## src/rtl/fw_rule_writer.sv

```systemverilog
// Packs 16-bit blocked-port rules four per 72-bit SRAM word and writes them over wr_0.
// Read-back verify over rd_0 is present only when FW_RULE_WRITER_VERIFY_EN is defined.
module fw_rule_writer #(
  parameter int SRAM_ADDR_WIDTH = 19,
  parameter int SRAM_DATA_WIDTH = 72,
  parameter int SLOT_WIDTH      = 18,
  parameter int BASE_ADDR       = 0,
  parameter int NUM_WORDS       = 1
) (
  input  logic                       clk,
  input  logic                       reset,
  input  logic                       rule_valid,
  input  logic [15:0]                rule_port,
  output logic                       rule_ready,
  input  logic                       flush,
  input  logic                       clear,
  output logic                       wr_0_req,
  output logic [SRAM_ADDR_WIDTH-1:0] wr_0_addr,
  output logic [SRAM_DATA_WIDTH-1:0] wr_0_data,
  input  logic                       wr_0_ack,
  output logic                       rd_0_req,
  output logic [SRAM_ADDR_WIDTH-1:0] rd_0_addr,
  input  logic [SRAM_DATA_WIDTH-1:0] rd_0_data,
  input  logic                       rd_0_ack,
  input  logic                       rd_0_vld,
  output logic                       busy,
  output logic [15:0]                words_written,
  output logic                       verify_err
);
  typedef enum logic [2:0] {IDLE, WRITE, VRD_REQ, VRD_WAIT, CLEAR} state_t;

  localparam logic [SRAM_ADDR_WIDTH-1:0] FIRST    = SRAM_ADDR_WIDTH'(BASE_ADDR);
  localparam logic [SRAM_ADDR_WIDTH-1:0] LAST     = SRAM_ADDR_WIDTH'(BASE_ADDR + NUM_WORDS - 1);
  localparam logic [SRAM_DATA_WIDTH-1:0] ALL_ONES = '1;

  state_t                     state;
  logic [1:0]                 slot_cnt;
  logic [SRAM_DATA_WIDTH-1:0] word;
  logic [SRAM_DATA_WIDTH-1:0] next_word;
  logic [SRAM_ADDR_WIDTH-1:0] ptr;
  logic [SRAM_ADDR_WIDTH-1:0] ptr_inc;
  logic                       clear_pend;
  logic                       clear_go;
  logic                       accept;
  logic                       launch;

  assign clear_go   = clear || clear_pend;
  assign rule_ready = reset && (state == IDLE) && !clear_go;
  assign accept     = rule_valid && rule_ready;
  assign launch     = (accept && slot_cnt == 2'd3) ||
                      (rule_ready && flush && (accept || slot_cnt != 2'd0));
  assign ptr_inc    = (ptr == LAST) ? FIRST : ptr + SRAM_ADDR_WIDTH'(1);

  // The staging word idles at all-ones, so unfilled slots are already padded on flush.
  always_comb begin
    next_word = word;
    for (int i = 0; i < 4; i++) begin
      if (accept && slot_cnt == i[1:0]) begin
        next_word[i*SLOT_WIDTH +: SLOT_WIDTH] = SLOT_WIDTH'(rule_port);
      end
    end
  end

`ifndef FW_RULE_WRITER_VERIFY_EN
  logic unused_rd;
  assign unused_rd = ^{rd_0_data, rd_0_ack, rd_0_vld};
`endif

  always_ff @(posedge clk) begin
    if (!reset) begin
      state         <= IDLE;
      slot_cnt      <= '0;
      word          <= ALL_ONES;
      ptr           <= FIRST;
      clear_pend    <= 1'b0;
      wr_0_req      <= 1'b0;
      wr_0_addr     <= FIRST;
      wr_0_data     <= '0;
      rd_0_req      <= 1'b0;
      rd_0_addr     <= FIRST;
      busy          <= 1'b0;
      words_written <= '0;
      verify_err    <= 1'b0;
    end else begin
      // A clear seen while busy is remembered and honoured on the next return to IDLE.
      if (clear) clear_pend <= 1'b1;
      case (state)
        IDLE: begin
          if (clear_go) begin
            state      <= CLEAR;
            busy       <= 1'b1;
            clear_pend <= 1'b0;
            slot_cnt   <= '0;
            word       <= ALL_ONES;
            ptr        <= FIRST;
            wr_0_req   <= 1'b1;
            wr_0_addr  <= FIRST;
            wr_0_data  <= ALL_ONES;
          end else if (launch) begin
            state     <= WRITE;
            busy      <= 1'b1;
            slot_cnt  <= '0;
            word      <= ALL_ONES;
            wr_0_req  <= 1'b1;
            wr_0_addr <= ptr;
            wr_0_data <= next_word;
          end else if (accept) begin
            word     <= next_word;
            slot_cnt <= slot_cnt + 2'd1;
          end
        end
        WRITE: begin
          if (wr_0_ack) begin
            wr_0_req <= 1'b0;
            ptr      <= ptr_inc;
            if (words_written != 16'hFFFF) words_written <= words_written + 16'd1;
`ifdef FW_RULE_WRITER_VERIFY_EN
            state     <= VRD_REQ;
            rd_0_req  <= 1'b1;
            rd_0_addr <= wr_0_addr;
`else
            state <= IDLE;
            busy  <= 1'b0;
`endif
          end
        end
`ifdef FW_RULE_WRITER_VERIFY_EN
        VRD_REQ: begin
          if (rd_0_ack) begin
            rd_0_req <= 1'b0;
            state    <= VRD_WAIT;
          end
        end
        VRD_WAIT: begin
          if (rd_0_vld) begin
            if (rd_0_data != wr_0_data) verify_err <= 1'b1;
            state <= IDLE;
            busy  <= 1'b0;
          end
        end
`endif
        CLEAR: begin
          if (wr_0_ack) begin
            if (ptr == LAST) begin
              state         <= IDLE;
              busy          <= 1'b0;
              wr_0_req      <= 1'b0;
              ptr           <= FIRST;
              words_written <= '0;
              verify_err    <= 1'b0;
            end else begin
              ptr       <= ptr_inc;
              wr_0_addr <= ptr_inc;
            end
          end
        end
        default: begin
          state <= IDLE;
          busy  <= 1'b0;
        end
      endcase
    end
  end
endmodule

```

## config.mk

```make
export PLATFORM = sky130hd
export DESIGN_NAME = fw_rule_writer
export DESIGN_NICKNAME = d
export VERILOG_FILES = /design/src/rtl/fw_rule_writer.sv
export SDC_FILE = /design/constraint.sdc
export NUM_CORES = 1
export LEC_CHECK = 0
export CAP_MARGIN = 15
export CORE_MARGIN = 2
export CORE_UTILIZATION = 45
export DETAILED_ROUTE_END_ITERATION = 12
export GPL_TIMING_DRIVEN = 0
export HOLD_SLACK_MARGIN = 0.12
export PLACE_DENSITY = 0.79
export SLEW_MARGIN = 15
export SYNTH_ARGS = -nofsm -noshare
export SYNTH_HDL_FRONTEND = slang
export SYNTH_SLANG_ARGS = --single-unit
```

## constraint.sdc

```tcl
create_clock -name clk -period 2.2 [get_ports clk]
set_clock_uncertainty 0.05 [all_clocks]
set_input_delay 0.55 -clock clk [delete_from_list [all_inputs] [get_ports clk]]
set_output_delay 0.55 -clock clk [all_outputs]
set_load 0.005 [all_outputs]
```

**Word level (Yosys, flattened, before mapping)**

Index checks and enable logic that the tools add are counted.

- $add $sub $neg: 3
- Equal/unequal tests: 13
- Muxes and demuxes: 44
- Reductions and logical operators: 29

Operator list:

| kind | number |
|---|---|
| 72-bit 2-to-1 mux | 5 |
| 19-bit 2-to-1 mux | 9 |
| 18-bit 2-to-1 mux | 4 |
| 16-bit 2-to-1 mux | 4 |
| 19-bit one-hot mux with 3 select lines | 1 |
| 19-bit one-hot mux with 2 select lines | 1 |
| 16-bit one-hot mux with 2 select lines | 1 |
| 19-bit by 1-bit adder with 19-bit output, second input constant | 1 |
| 19-bit zero test | 1 |
| 16-bit by 1-bit adder with 16-bit output, second input constant | 1 |
| 16-bit inequality test, second input constant | 1 |
| 3-bit 2-to-1 mux | 5 |
| 2-bit inequality test, second input constant | 6 |
| 4-bit AND reduction | 3 |
| 5-bit AND reduction | 2 |
| 1-bit logical AND | 9 |
| 3-bit one-hot mux with 3 select lines | 1 |
| 1-bit 2-to-1 mux | 8 |
| 2-bit nonzero test | 4 |
| 2-bit 2-to-1 mux | 3 |
| 1-bit one-hot mux with 3 select lines | 2 |
| 3-bit nonzero test | 2 |
| 2-bit == test, second input constant | 2 |
| 2-bit AND reduction | 2 |
| 9 further kinds | 11 |

- Register bits: 206
- Output and inout bits: 131
- Word-level logic and storage cells: 99

**Depth between registers and ports, before layout**

Gate-level depths: netlist of run 1.

- Word-level depth: 10
- Gate-level depth with buffers: 10

**Least setup slack after synthesis of run 1**

Ideal clock, no wire load.

- Path kind: input port to output port
- Start point: in clear
- End point: out rule_ready
- Arrival time: 1.721 ns
- Data required time: 1.600 ns
- Setup slack: -0.121 ns
- Stages on the path: 6
- Path buffers: 3
- Path through: nor2_1 clkbuf_1 clkbuf_1 clkbuf_1 nand2_1 nor2_1

- Cells in the longest elaborated chain, start to end: 3

Ends and longest elaborated chain:

| element | RTL line | text |
|---|---|---|
| start: declaration | 16 | `input logic clear,` |
| 1-bit logical OR | 47 | `assign clear_go = clear \|\| clear_pend;` |
| 1-bit zero test | 48 | `assign rule_ready = reset && (state == IDLE) && !clear_go;` |
| 1-bit logical AND | 48 |  |
| end: declaration | 14 | `output logic rule_ready,` |

Every way passes these cells.

**Worst setup path in the final report of run 1**

Ends and elaborated chain as after synthesis.

==> results of run 1 <==
[cell families after synthesis]
kind of cell / share of synthesized area
AND/OR/NAND/NOR: 0.1836
AO/OA/AOI/OAI: 0.2242
flip-flops: 0.4298
buffers and inverters: 0.06998
multiplexers: 0.07574
adder cells (fa/ha/maj): 0.01441
XOR/XNOR: 0.001835
other: 0.0003928
[cell usage in the layout (no fill, tap or decap), drive strengths merged, types with 3 or more instances in the layout]
cell type      synthesis  routed
a211oi                 6       6
a21oi                 50      51
a22oi                  4       4
a311oi                24      24
a31oi                 41      41
and2                   4       4
and3                  11      11
and4                   8       8
buf                   61     110
clkbuf                59      85
clkdlybuf4s50          0     126
clkinv                 0       6
conb                   1      21
dfxtp                205     205
ha                    11      11
inv                   17      17
mux2i                 70      70
nand2                112     112
nand2b                 4       4
nand3                 62      62
nand3b                 5       5
nand4                 13      13
nor2                  67      67
nor2b                  4       4
nor3                  14      14
nor3b                  6       6
nor4                   7       7
o211a                  3       3
o21ai                 75      75
o221a                 10      10
o22a                  48      48
o22ai                 21      21
o31ai                  9       9
or2                    4       4
or3                   10      11
or4                   11      11
[per-layer routing]
metal | part of all wire | vias to the layer above | GRT usage
met1 | 0.40 | 4566 | 0.3533
li1 | - | 4423 | -
met4 | 0.041 | 0 | 0.1080
met5 | 0 | - | 0
met2 | 0.46 | 612 | 0.4330
met3 | 0.094 | 110 | 0.04909
[sequential cells by signal, summed over array words and instances, names as in the netlist]
signal         cells
word              72
wr_0_data         72
ptr               19
wr_0_addr         19
words_written     16
slot_cnt           2
state              2
busy               1
clear_pend         1
wr_0_req           1
[cell type report]
type	instances	area (um2)
clock buffer	33	683.2
inverter	17	67.56
clock inverter	8	80.08
timing repair buffer	176	1687
multi-input combinational	768	5281
buffer	115	770.7
fill	1729	7919
sequential	205	4123
tap	275	344.1
[cell usage after synthesis, types with 13 or more instances]
cell,count,area share
nand2_1,112,0.044
o22ai_1,21,0.014
mux2i_1,70,0.073
buf_2,30,0.016
nand3_1,62,0.032
clkbuf_1,59,0.023
a31oi_1,41,0.027
o22a_1,48,0.044
dfxtp_1,205,0.43
nor3_1,13,0.0068
a21oi_1,49,0.026
o21ai_0,73,0.038
inv_1,17,0.0067
buf_4,25,0.020
a311oi_1,24,0.022
nor2_1,66,0.026
[what timing repair did]
| item | CTS | global route |
|---|---|---|
| pin swaps | 19 | 23 |
| gates resized for setup | 101 | 84 |
| hold buffers | 0 | 0 |
| cloned | 1 | 2 |
| endpoints found under the setup margin | 192 | 171 |
| endpoints found under the hold margin | 0 | 0 |
| setup buffers | 25 | 20 |
[path summary, 6_finish.rpt]
check | from | end | slack [ns]
hold reg to reg | word[70]$_SDFFE_PN1P_ | word[70]$_SDFFE_PN1P_ | 0.40
setup / recovery | clear | rule_ready | -0.06
setup reg to reg | ptr[18]$_SDFFE_PN0P_ | words_written[2]$_SDFFE_PN0P_ | -0.05
hold / removal | word[70]$_SDFFE_PN1P_ | word[70]$_SDFFE_PN1P_ | 0.40
[through the flow]
stage | power (mW) | hold slack (ns) | setup slack (ns)
6_report | 14.21 | 0.4010 | -0.06015
3_5_place_dp | 9.421 | 0.3837 | -1.513
2_1_floorplan | 7.237 | 0.3659 | 0.003359
3_3_place_gp | 9.338 | 0.3788 | -1.512
5_1_grt | 14.86 | 0.4144 | -0.1163
4_1_cts | 13.74 | 0.4007 | -0.07187
[power by group through the flow]
stage / clock (mW) / sequential [mW] / combinational, mW
final: 3.87 / 4.77 / 5.56
after global routing: 4.04 / 4.84 / 5.99
after CTS: 3.89 / 4.76 / 5.10
after detailed placement: 0 / 4.82 / 4.60
after global placement: 0 / 4.81 / 4.53
after floorplan: 0 / 4.78 / 2.46
==> impl_metrics.toml, run 1 <==
[setup_path]
cp.depth = 8
reg2regPathDepth = 7
arrival_ns = 1.66
worstSetupStartpointType = "input pin"
crit_required_ns = 1.60
cp_slowest_cell = "clkdlybuf4s15_2"
crit_path_frequent_cell = "clkbuf_16"
path_delay_family = "buffers and inverters"
cp-end-kind = "primary output"
critPathMaxFanout = 10
critPathBufInv = 5
crit_type = "input pin to primary output"
crit_path_cell_trace = "clkdlybuf4s15_2, nor2_4, buf_8, clkbuf_16, clkbuf_16, nand2_4, nor2_1, buf_2"
crit_path_max_incr_delay_ns = 0.27

[sta]
setup_ws_ns = -0.06015
finalSetupViolCount = 11
finalSetupTns_ns = -0.4811
fin_crit_sh = 1.027
slew_headroom = 0.5126
tightest_slew_ns = 0.7311
max_clock_freq_mhz = 442.4
hold_viol_final = 0
period_minus_slack_ns = 2.260
slew_violations = 0
rsz0062_at_grt = "true"

[clock_tree]
cts_tree = "done"
cts-htree-levels = 1
cts_sinks = 205
cts_buffers = 23
root_buffer = "clkbuf_16"
max-clock-path-buffers = 3
path_clk_slew_ns = 0.06
clock_latency_ns = 0.53

[die]
io_pins = 227
die_area_um2 = 22400
die_w_um = 149.7
dieHeight_um = 149.7
core-area_um2 = 20960
initial_core_util = 0.4556
placementRows = 53

[pwr]
ir_drop_v = 0.0006255
p_sw_frac = 0.3422
p_switching_mw = 4.862
power.internal_mw = 9.345
combPwrFrac = 0.392
seq_power_share = 0.336
p_leak_nw = 5.102
power_density_nw_per_um2 = 1090
clock_power_share = 0.272

[place]
hpwl_mm = 21.15
placed_cells = 1513
gp_routability_congestion = 0.9638
io_buffers = 130
dpl_cell_area_um2 = 11280

[synth]
async_reset_ff_frac = 0
yosysSeqAreaShare = 0.4298
syn_inst = 1088
synth_edf_count = 0
ys.flop_type = "dfxtp_1"
synth.distinct_cells = 73
avgSynthCellArea_um2 = 8.776
yosysWarningCount = 0
syn-cell-area_um2 = 9548
synth_seq_cells = 205

[global_route]
antenna_found_initial = 0
grt_pass1_wl_mm = 47.84
grt_overflow = 0
first_global_vias = 8856
grt_util_all_layers = 0.2676
grt_max_degree = 14

[detailed_routing]
wirelength_mm = 31.73
via_per_inst = 6.081
ant_nets = 0
initialDrtViolationCount = 1003
firstDrtPassIters = 5
drc = 0
vias = 9711
wire_per_inst_um = 19.87

[finish]
stdcell_count = 1597
drive_gt1_frac = 0.1982
utilization = 0.6221
layout.nets = 1413
area_delta_synth_final_pct = 36.54
final_area_um2 = 13040
diodes = 0

[min_path]
whs_path_depth = 1
hold_path.class = "flop to flop"

[status]
violations = "setup timing"
status = "finished with violations"

[job]
max-cap-violations = 0
Power figures use the tool's default switching activity.
==> run 2: changes to the inputs <==
--- a/config.mk
+++ b/config.mk
@@ -5,13 +5,14 @@
 export SDC_FILE = /design/constraint.sdc
 export NUM_CORES = 1
 export LEC_CHECK = 0
+export ABC_CLOCK_PERIOD_IN_PS = 2200
 export CAP_MARGIN = 15
 export CORE_MARGIN = 2
 export CORE_UTILIZATION = 45
 export DETAILED_ROUTE_END_ITERATION = 12
 export GPL_TIMING_DRIVEN = 0
 export HOLD_SLACK_MARGIN = 0.12
-export PLACE_DENSITY = 0.79
+export PLACE_DENSITY_LB_ADDON = 0.1
 export SLEW_MARGIN = 15
 export SYNTH_ARGS = -nofsm -noshare
 export SYNTH_HDL_FRONTEND = slang
==> run 2 against run 1 <==
Compared with the run above: the run still ends with setup timing left; cell count decreased by 0.13%; total power shrank 1.0%; largest cell class unchanged; cell area down 0.20%; sequential share of layout area increased by 0.093 points; via count shrank 3.5%; critical path depth did not move.
==> impl_metrics.toml, run 2 (synthesized netlist as in run 1, its figures left out) <==
[detailed_routing]
drc = 0
ant_nets = 0
via_per_inst = 5.873
wirelength_mm = 31.91
firstDrtPassIters = 8
initialDrtViolationCount = 727
vias = 9368
wire_per_inst_um = 20.01

[status]
violations = "setup timing"
status = "finished with violations"

[finish]
utilization = 0.6209
reg_top3 = "word: 72 flops, wr_0_data: 72 flops"
layout.nets = 1413
drive_gt1_frac = 0.1977
layout_commonest_cell = "dfxtp_1"
layout_common_cells = "dfxtp_1, clkdlybuf4s50_1, nand2_1"
final_area_um2 = 13010
diodes = 0
stdcell_count = 1595
area_delta_synth_final_pct = 36.26

[setup_path]
crit_required_ns = 1.60
critPathMaxFanout = 5
cp-end-kind = "primary output"
rr_endpoint = "ptr[5]$_SDFFE_PN0P_"
worstSetupStartpointType = "input pin"
reg2regPathDepth = 9
crit_type = "input pin to primary output"
worstSetupEndpoint = "rule_ready"
arrival_ns = 1.70
crit_start = "clear"
ff2ff_setup_slack_ns = 0.04
r2r_start = "state[2]$_SDFFE_PN0P_"

[sta]
finalSetupViolCount = 1
fin_crit_sh = 1.044
tightest_slew_ns = 0.7745
slew_headroom = 0.4837
hold_viol_final = 0
hold-worst-slack_ns = 0.4172
period_minus_slack_ns = 2.297
setup_ws_ns = -0.09738
slew_violations = 0
rsz0062_at_grt = "true"
finalSetupTns_ns = -0.09738
max_clock_freq_mhz = 435.3

[place]
io_buffers = 130
placed_cells = 1513
dpl_cell_area_um2 = 11290
gp_routability_congestion = 0.9169
place_ws_ns = -1.615
hpwl_mm = 21.51

[die]
initial_core_util = 0.4556
die_area_um2 = 22400
placementRows = 53
io_pins = 227
die_w_um = 149.7
dieHeight_um = 149.7
core-area_um2 = 20960

[global_route]
first_global_vias = 8515
grt_overflow = 0
grt_util_all_layers = 0.2703
grt_max_degree = 13
antenna_found_initial = 0
grt_pass1_wl_mm = 47.85

[clock_tree]
cts_tree = "done"
root_buffer = "clkbuf_16"
max-clock-path-buffers = 3
cts-htree-levels = 1
cts_buffers = 23
path_clk_slew_ns = 0.06
clock_latency_ns = 0.51
cts_sinks = 205

[job]
max-cap-violations = 0

[pwr]
power_density_nw_per_um2 = 1081
p_leak_nw = 5.080
total_power_mw = 14.06
ir_drop_v = 0.0005813

[min_path]
hold_path.class = "flop to flop"
==> run 2: timing repair <==
| action | 4_1_cts | 5_1_grt |
|---|---|---|
| hold buffers | 0 | 0 |
| setup buffers | 27 | 18 |
| endpoints found under the setup margin | 192 | 169 |
| gates cloned | 0 | 3 |
| pin swaps | 20 | 12 |
| gates resized for setup | 110 | 77 |
==> run 2: cell type report <==
class / count / area, um2
Multi-Input combinational cell: 767 / 5285
Fill cell: 1837 / 7945
Clock buffer: 34 / 686.9
Inverter: 17 / 72.57
Timing Repair Buffer: 177 / 1687
Buffer: 115 / 780.7
Sequential cell: 205 / 4126
Tap cell: 275 / 344.1
Clock inverter: 5 / 27.53
==> run 2: how the worst min path moves through the flow <==
stage	start	end	depth (start not counted)
6_report	word[70]$_SDFFE_PN1P_	word[70]$_SDFFE_PN1P_	1
5_1_grt	word[70]$_SDFFE_PN1P_	word[70]$_SDFFE_PN1P_	1
4_1_cts	word[70]$_SDFFE_PN1P_	word[70]$_SDFFE_PN1P_	1
3_5_place_dp	word[70]$_SDFFE_PN1P_	word[70]$_SDFFE_PN1P_	1
3_3_place_gp	word[70]$_SDFFE_PN1P_	word[70]$_SDFFE_PN1P_	1
2_1_floorplan	word[70]$_SDFFE_PN1P_	word[70]$_SDFFE_PN1P_	1
==> run 2: per-layer routing <==
metal	vias up	part of all wire	GRT usage
met3	62	0.063	0.03811
met4	0	0.024	0.08160
met5	-	0	0
li1	4431	-	-
met2	389	0.48	0.4491
met1	4486	0.43	0.3653
==> run 2: critical path, stage by stage <==
cell	delay, ns
clkdlybuf4s15_2	0.27
nor2_4	0.18
clkbuf_8	0.16
clkbuf_16	0.13
clkbuf_16	0.12
nand2_2	0.06
nor2_2	0.11
buf_2	0.12
==> run 2: where the power goes <==
group	switching, mW	internal, mW
logic	2.87	2.74
clock network	1.53	2.14
registers	0.416	4.36
